$ cat config.mk
export PLATFORM = sky130hd
export DESIGN_NAME = branch_resolve
export DESIGN_NICKNAME = d
export VERILOG_FILES = /design/src/rtl/branch_resolve.sv
export SDC_FILE = /design/constraint.sdc
export NUM_CORES = 1
export LEC_CHECK = 0
export ABC_CLOCK_PERIOD_IN_PS = 3650
export BUFFER_PORTS_ARGS = -buffer_cell sky130_fd_sc_hd__buf_4
export CAP_MARGIN = 30
export CORE_ASPECT_RATIO = 1.5
export CORE_MARGIN = 2
export CORE_UTILIZATION = 51
export DETAILED_ROUTE_END_ITERATION = 6
export PLACE_DENSITY = 0.83
export REMOVE_ABC_BUFFERS = 1
export SLEW_MARGIN = 0
export SYNTH_ARGS = -nofsm -noshare
export SYNTH_HDL_FRONTEND = slang
export SYNTH_SLANG_ARGS = --single-unit
$ cat constraint.sdc
create_clock -name clk -period 3.65 [get_ports clk]
set_input_delay 0.1825 -clock clk [delete_from_list [all_inputs] [get_ports clk]]
set_output_delay 0.1825 -clock clk [all_outputs]
set_load 0.005 [all_outputs]
$ cat src/rtl/branch_resolve.sv
// Branch resolution: compares each resolved branch with its frontend
// prediction, tracks the oldest outstanding mispredict by ROB age, and
// raises a backend flush plus a held frontend redirect when that branch
// commits. Also emits a registered predictor-update pulse per branch.
module branch_resolve #(
  parameter int ROB_IDX_W = 4
) (
  input  logic                 clk,
  input  logic                 rst,
  input  logic                 br_valid,
  input  logic                 br_taken,
  input  logic                 br_pred_taken,
  input  logic [31:0]          br_pc,
  input  logic [31:0]          br_target,
  input  logic [31:0]          br_pred_target,
  input  logic [ROB_IDX_W:0]   br_rob_id,
  input  logic [ROB_IDX_W:0]   rob_head,
  input  logic                 commit_valid,
  input  logic [ROB_IDX_W:0]   commit_rob_id,
  output logic                 flush,
  output logic                 redirect_valid,
  input  logic                 redirect_ready,
  output logic [31:0]          redirect_pc,
  output logic                 upd_valid,
  output logic [31:0]          upd_pc,
  output logic                 upd_taken
);

  localparam int TAG_W = ROB_IDX_W + 1;

  typedef enum logic [1:0] {
    IDLE     = 2'd0,
    PENDING  = 2'd1,
    REDIRECT = 2'd2
  } state_t;

  state_t             state, state_nxt;
  logic [TAG_W-1:0]   pend_tag, pend_tag_nxt;
  logic [31:0]        pend_pc, pend_pc_nxt;
  logic [31:0]        redirect_pc_nxt;
  logic               flush_nxt;
  logic               mispredict;
  logic [31:0]        correct_pc;
  logic               new_is_older;

  // Distance from the ROB head; the phase bit makes the modular
  // subtraction order tags correctly across wrap-around.
  function automatic logic [TAG_W-1:0] rob_age(input logic [TAG_W-1:0] tag,
                                               input logic [TAG_W-1:0] head);
    return tag - head;
  endfunction

  assign mispredict   = br_valid &&
                        ((br_taken != br_pred_taken) ||
                         (br_taken && (br_target != br_pred_target)));
  assign correct_pc   = br_taken ? br_target : (br_pc + 32'd4);
  assign new_is_older = rob_age(br_rob_id, rob_head) < rob_age(pend_tag, rob_head);

  // Next-state logic: latch the oldest mispredict, fire on its commit,
  // then hold the redirect until the frontend takes it.
  always_comb begin
    state_nxt       = state;
    pend_tag_nxt    = pend_tag;
    pend_pc_nxt     = pend_pc;
    redirect_pc_nxt = redirect_pc;
    flush_nxt       = 1'b0;
    case (state)
      IDLE: begin
        if (mispredict) begin
          pend_tag_nxt = br_rob_id;
          pend_pc_nxt  = correct_pc;
          state_nxt    = PENDING;
        end
      end
      PENDING: begin
        if (commit_valid && (commit_rob_id == pend_tag)) begin
          // Same-cycle branches are younger than a committing one and are
          // about to be squashed, so they are dropped here.
          flush_nxt       = 1'b1;
          redirect_pc_nxt = pend_pc;
          state_nxt       = REDIRECT;
        end else if (mispredict && new_is_older) begin
          pend_tag_nxt = br_rob_id;
          pend_pc_nxt  = correct_pc;
        end
      end
      REDIRECT: begin
        if (redirect_ready) begin
          state_nxt = IDLE;
        end
      end
      default: begin
        state_nxt = IDLE;
      end
    endcase
  end

  // State, redirect and predictor-update registers.
  always_ff @(posedge clk) begin
    if (rst) begin
      state       <= IDLE;
      pend_tag    <= '0;
      pend_pc     <= '0;
      redirect_pc <= '0;
      flush       <= 1'b0;
      upd_valid   <= 1'b0;
      upd_pc      <= '0;
      upd_taken   <= 1'b0;
    end else begin
      state       <= state_nxt;
      pend_tag    <= pend_tag_nxt;
      pend_pc     <= pend_pc_nxt;
      redirect_pc <= redirect_pc_nxt;
      flush       <= flush_nxt;
      // Update is suppressed on the flush cycle so the predictor never
      // trains on a branch that is being squashed alongside the flush.
      upd_valid   <= br_valid && !flush_nxt;
      if (br_valid) begin
        upd_pc    <= br_pc;
        upd_taken <= br_taken;
      end
    end
  end

  assign redirect_valid = (state == REDIRECT);

endmodule

==> impl_metrics.py <==
metrics = {
    "outcome": {
        "run_status": "finished clean",
    },
    "worst_setup_path": {
        "r2r_start": "pend_tag[0]$_SDFFE_PP0P_",
        "setup.worst_path.start": "pend_tag[0]$_SDFFE_PP0P_",
        "arrival_ps": 3710,
        "timing_worst_setup_path_type": "reg -> reg",
        "rrSetupSlack_ps": 240,
        "regToRegEndpoint": "pend_pc[8]$_SDFFE_PP0P_",
        "start_kind": "register",
        "r2r_cells": 14,
        "worstSetupEndpoint": "pend_pc[8]$_SDFFE_PP0P_",
        "critPathMaxFanout": 22,
        "required_ps": 3950,
        "cp-end-kind": "register",
    },
    "die": {
        "row_count": 47,
        "die_area_mm2": 0.0119,
        "die_w_um": 89.7,
        "core_area_mm2": 0.0109,
        "die_h_um": 133,
        "initial_core_util": 0.517,
        "ioPinCount": 186,
    },
    "synth": {
        "synth_area_per_cell_um2": 8.97,
        "seq_area_frac_synth": 0.377,
        "synth_top_cell_by_area": "dfxtp_1",
        "synth_edf_count": 0,
        "synth_area_mm2": 0.00562,
        "syn_inst": 627,
        "yosys.area_share.xor_xnor": 0.101,
        "synth_flop_cell": "dfxtp_1",
        "yosys_warnings": 0,
        "synthArstFlopShare": 0,
        "synth_cell_types": 46,
        "synth.area.top_cells": "dfxtp_1 38%, mux2i_1 14%, xnor2_1 6.4%",
        "synth-adder-area-share": 0.0360,
        "yosys.area_share.simple": 0.176,
        "synth_compound_area_frac": 0.123,
        "synth_top_family_by_area": "simple AND/OR/NAND/NOR gates",
        "synth_most_common_cell": "dfxtp_1",
        "synth_top_area_share": 0.377,
        "yosys_register_bits": 106,
        "yosys-top-cells-count": "106 x dfxtp_1, 86 x nor2_1, 80 x mux2i_1, 41 x xnor2_1, 29 x a21oi_1",
        "muxShareOfSynthArea": 0.142,
    },
    "sta": {
        "fmax_mhz": 293,
        "finalMaxSlewViolations": 0,
        "slew_headroom": 0.381,
        "hold_viol": 0,
        "rsz0062_at_grt": "no",
        "worstMarginPinSlew_ps": 929,
        "min_period_over_period": 0.935,
        "min_period_ps": 3410,
        "fin_tns_setup_ps": 0,
        "finalSetupViolations": 0,
        "fin_skew_ps": 5.92,
    },
    "drt": {
        "detail_route.wl_per_cell_um": 18.3,
        "drtIter0Drc": 416,
        "vias": 5372,
        "vias_per_cell": 5.73,
        "ant_nets": 0,
        "drcViolationCount": 0,
        "drt_pass1_iterations": 5,
        "drt-total-wl_mm": 17.2,
    },
    "placed_design": {
        "place_congestion": 0.954,
        "hpwl_mm": 13.3,
        "io_buffers": 185,
    },
    "global_route": {
        "antenna_found_initial": 0,
        "grt_first_pass_wirelength_mm": 27.5,
        "grt_pass1_vias": 5369,
        "grtUsageTotal": 0.286,
        "grt-ovfl-total": 0,
        "grt_max_degree": 90,
    },
    "flow_run": {
        "maxCapViolations": 0,
    },
    "cts": {
        "clk_path_buf_depth": 2,
        "clock-sinks": 106,
        "htree_levels": 3,
        "cts_buffers": 9,
        "cts_tree": "built",
        "cts.clk_slew.worst_paths_ps": 70,
        "clk_latency_ps": 350,
        "cts_root_buf": "clkbuf_16",
    },
    "pwr": {
        "peakVddDrop_uv": 251,
        "p_leak_nw": 3.18,
        "power_mw": 2.82,
        "p_per_area_mw_per_mm2": 382,
    },
    "finish": {
        "area_delta_synth_final_pct": 31.0,
        "layout-drive-gt1-share": 0.287,
        "fin_nets": 920,
        "n_antenna_cell": 0,
        "fill_cells": 872,
    },
    "worst_hold_path": {
        "hold_class": "in -> reg",
    },
}
==> worst min-delay path by stage <==
stage          startpoint                       end  slack [ps]  depth (start not counted)
2_1_floorplan         rst  pend_pc[13]$_SDFFE_PP0P_         250                          1
3_3_place_gp     br_pc[0]    upd_pc[0]$_SDFFE_PP0P_         430                          3
3_5_place_dp     br_pc[0]    upd_pc[0]$_SDFFE_PP0P_         440                          3
4_1_cts          br_pc[0]    upd_pc[0]$_SDFFE_PP0P_          80                          3
5_1_grt          br_pc[0]    upd_pc[0]$_SDFFE_PP0P_         100                          3
6_report         br_pc[0]    upd_pc[0]$_SDFFE_PP0P_          80                          3
==> sequential cells by signal (all words and copies together), names as in the netlist <==
signal / cells
upd_taken: 1
flush: 1
upd_pc: 32
redirect_pc: 32
pend_tag: 5
state: 2
upd_valid: 1
pend_pc: 32
==> area by class of cell <==
type / count / area [um^2] / share of cell area
tap: 147 / 184 / 0.0250
clock buffer: 12 / 256 / 0.0348
clock inverter: 3 / 46.3 / 0.00629
timing repair buffer: 191 / 1430 / 0.195
multi-input combinational: 464 / 3270 / 0.444
sequential: 106 / 2120 / 0.288
inverter: 15 / 56.3 / 0.00764
==> cell families (layout without fill, tap and decap cells) <==
| group | after synthesis | count (layout) |
|---|---|---|
| AND/OR/NAND/NOR | 196 | 196 |
| AO/OA/AOI/OAI | 108 | 108 |
| flip-flops | 106 | 106 |
| multiplexers | 80 | 80 |
| XOR/XNOR | 65 | 65 |
| buffers and inverters | 57 | 221 |
| adder cells (fa/ha/maj) | 15 | 15 |
==> power breakdown <==
group | internal, mW | switching, mW | leakage, nW
registers | 1.22 | 0.0396 | 0.867
logic | 0.269 | 0.290 | 2.16
clock network | 0.569 | 0.430 | 0.145
==> stage by stage <==
| stage | instances | hold WS (ps) | instance area, um^2 | util | setup slack, ps |
|---|---|---|---|---|---|
| after floorplan | 585 | 252 | 5430 | - | 170 |
| after global placement | 923 | 434 | 7060 | 0.649 | 429 |
| after detailed placement | 923 | 442 | 7060 | 0.649 | 224 |
| after CTS | 938 | 84.5 | 7360 | 0.676 | 211 |
| after global routing | 938 | 96.9 | 7370 | 0.677 | 3.93 |
| final | 938 | 84.5 | 7370 | 0.677 | 236 |
==> cells in the final DEF (no fill, tap or decap), types with 2 or more instances in the layout <==
cell,Yosys,final
nor2_1,86,86
a211oi_1,4,4
and4_1,8,8
nand2_1,20,20
a31o_2,10,10
o211ai_1,10,10
a31oi_1,7,7
inv_1,13,13
fa_1,2,2
o21a_1,4,4
inv_2,2,2
nor3_1,12,12
nand4_1,16,16
mux2i_1,80,80
nor2b_1,3,3
or4_1,2,2
a21o_1,5,5
nor4_1,14,13
nand3_1,22,22
o31ai_1,10,10
buf_4,5,191
xnor2_1,41,41
a21oi_1,29,29
ha_1,13,13
or3_1,4,4
clkbuf_16,0,9
dfxtp_1,106,106
xor2_1,24,24
o21ai_0,25,25
clkbuf_8,0,2
==> critical path: stages (launching register included) <==
cell       delay, ps
dfxtp_1          330
inv_1             60
ha_1             150
inv_1             70
fa_1             400
a21o_1           200
a21oi_1          170
xnor2_1          140
ha_1             260
a21o_1           190
a31oi_1          230
o2111ai_2        320
buf_4            340
nor4_2           330
a31o_2           160
==> layer usage <==
layer  global-route usage  wire [um]  vias up
li1                     -          -     2556
met1                0.333       6610     2539
met3               0.0473        920       45
met2                0.504       8820      232
met5                    0          0        -
met4                0.150        856        0
==> repair_timing <==
item                       in CTS  in global routing
setup endpoints to repair       0                  1
setup buffers                   0                  0
hold buffers                    0                  0
resized for setup               0                  1
hold endpoints to repair        0                  0
(Power assumes the default switching activity.)
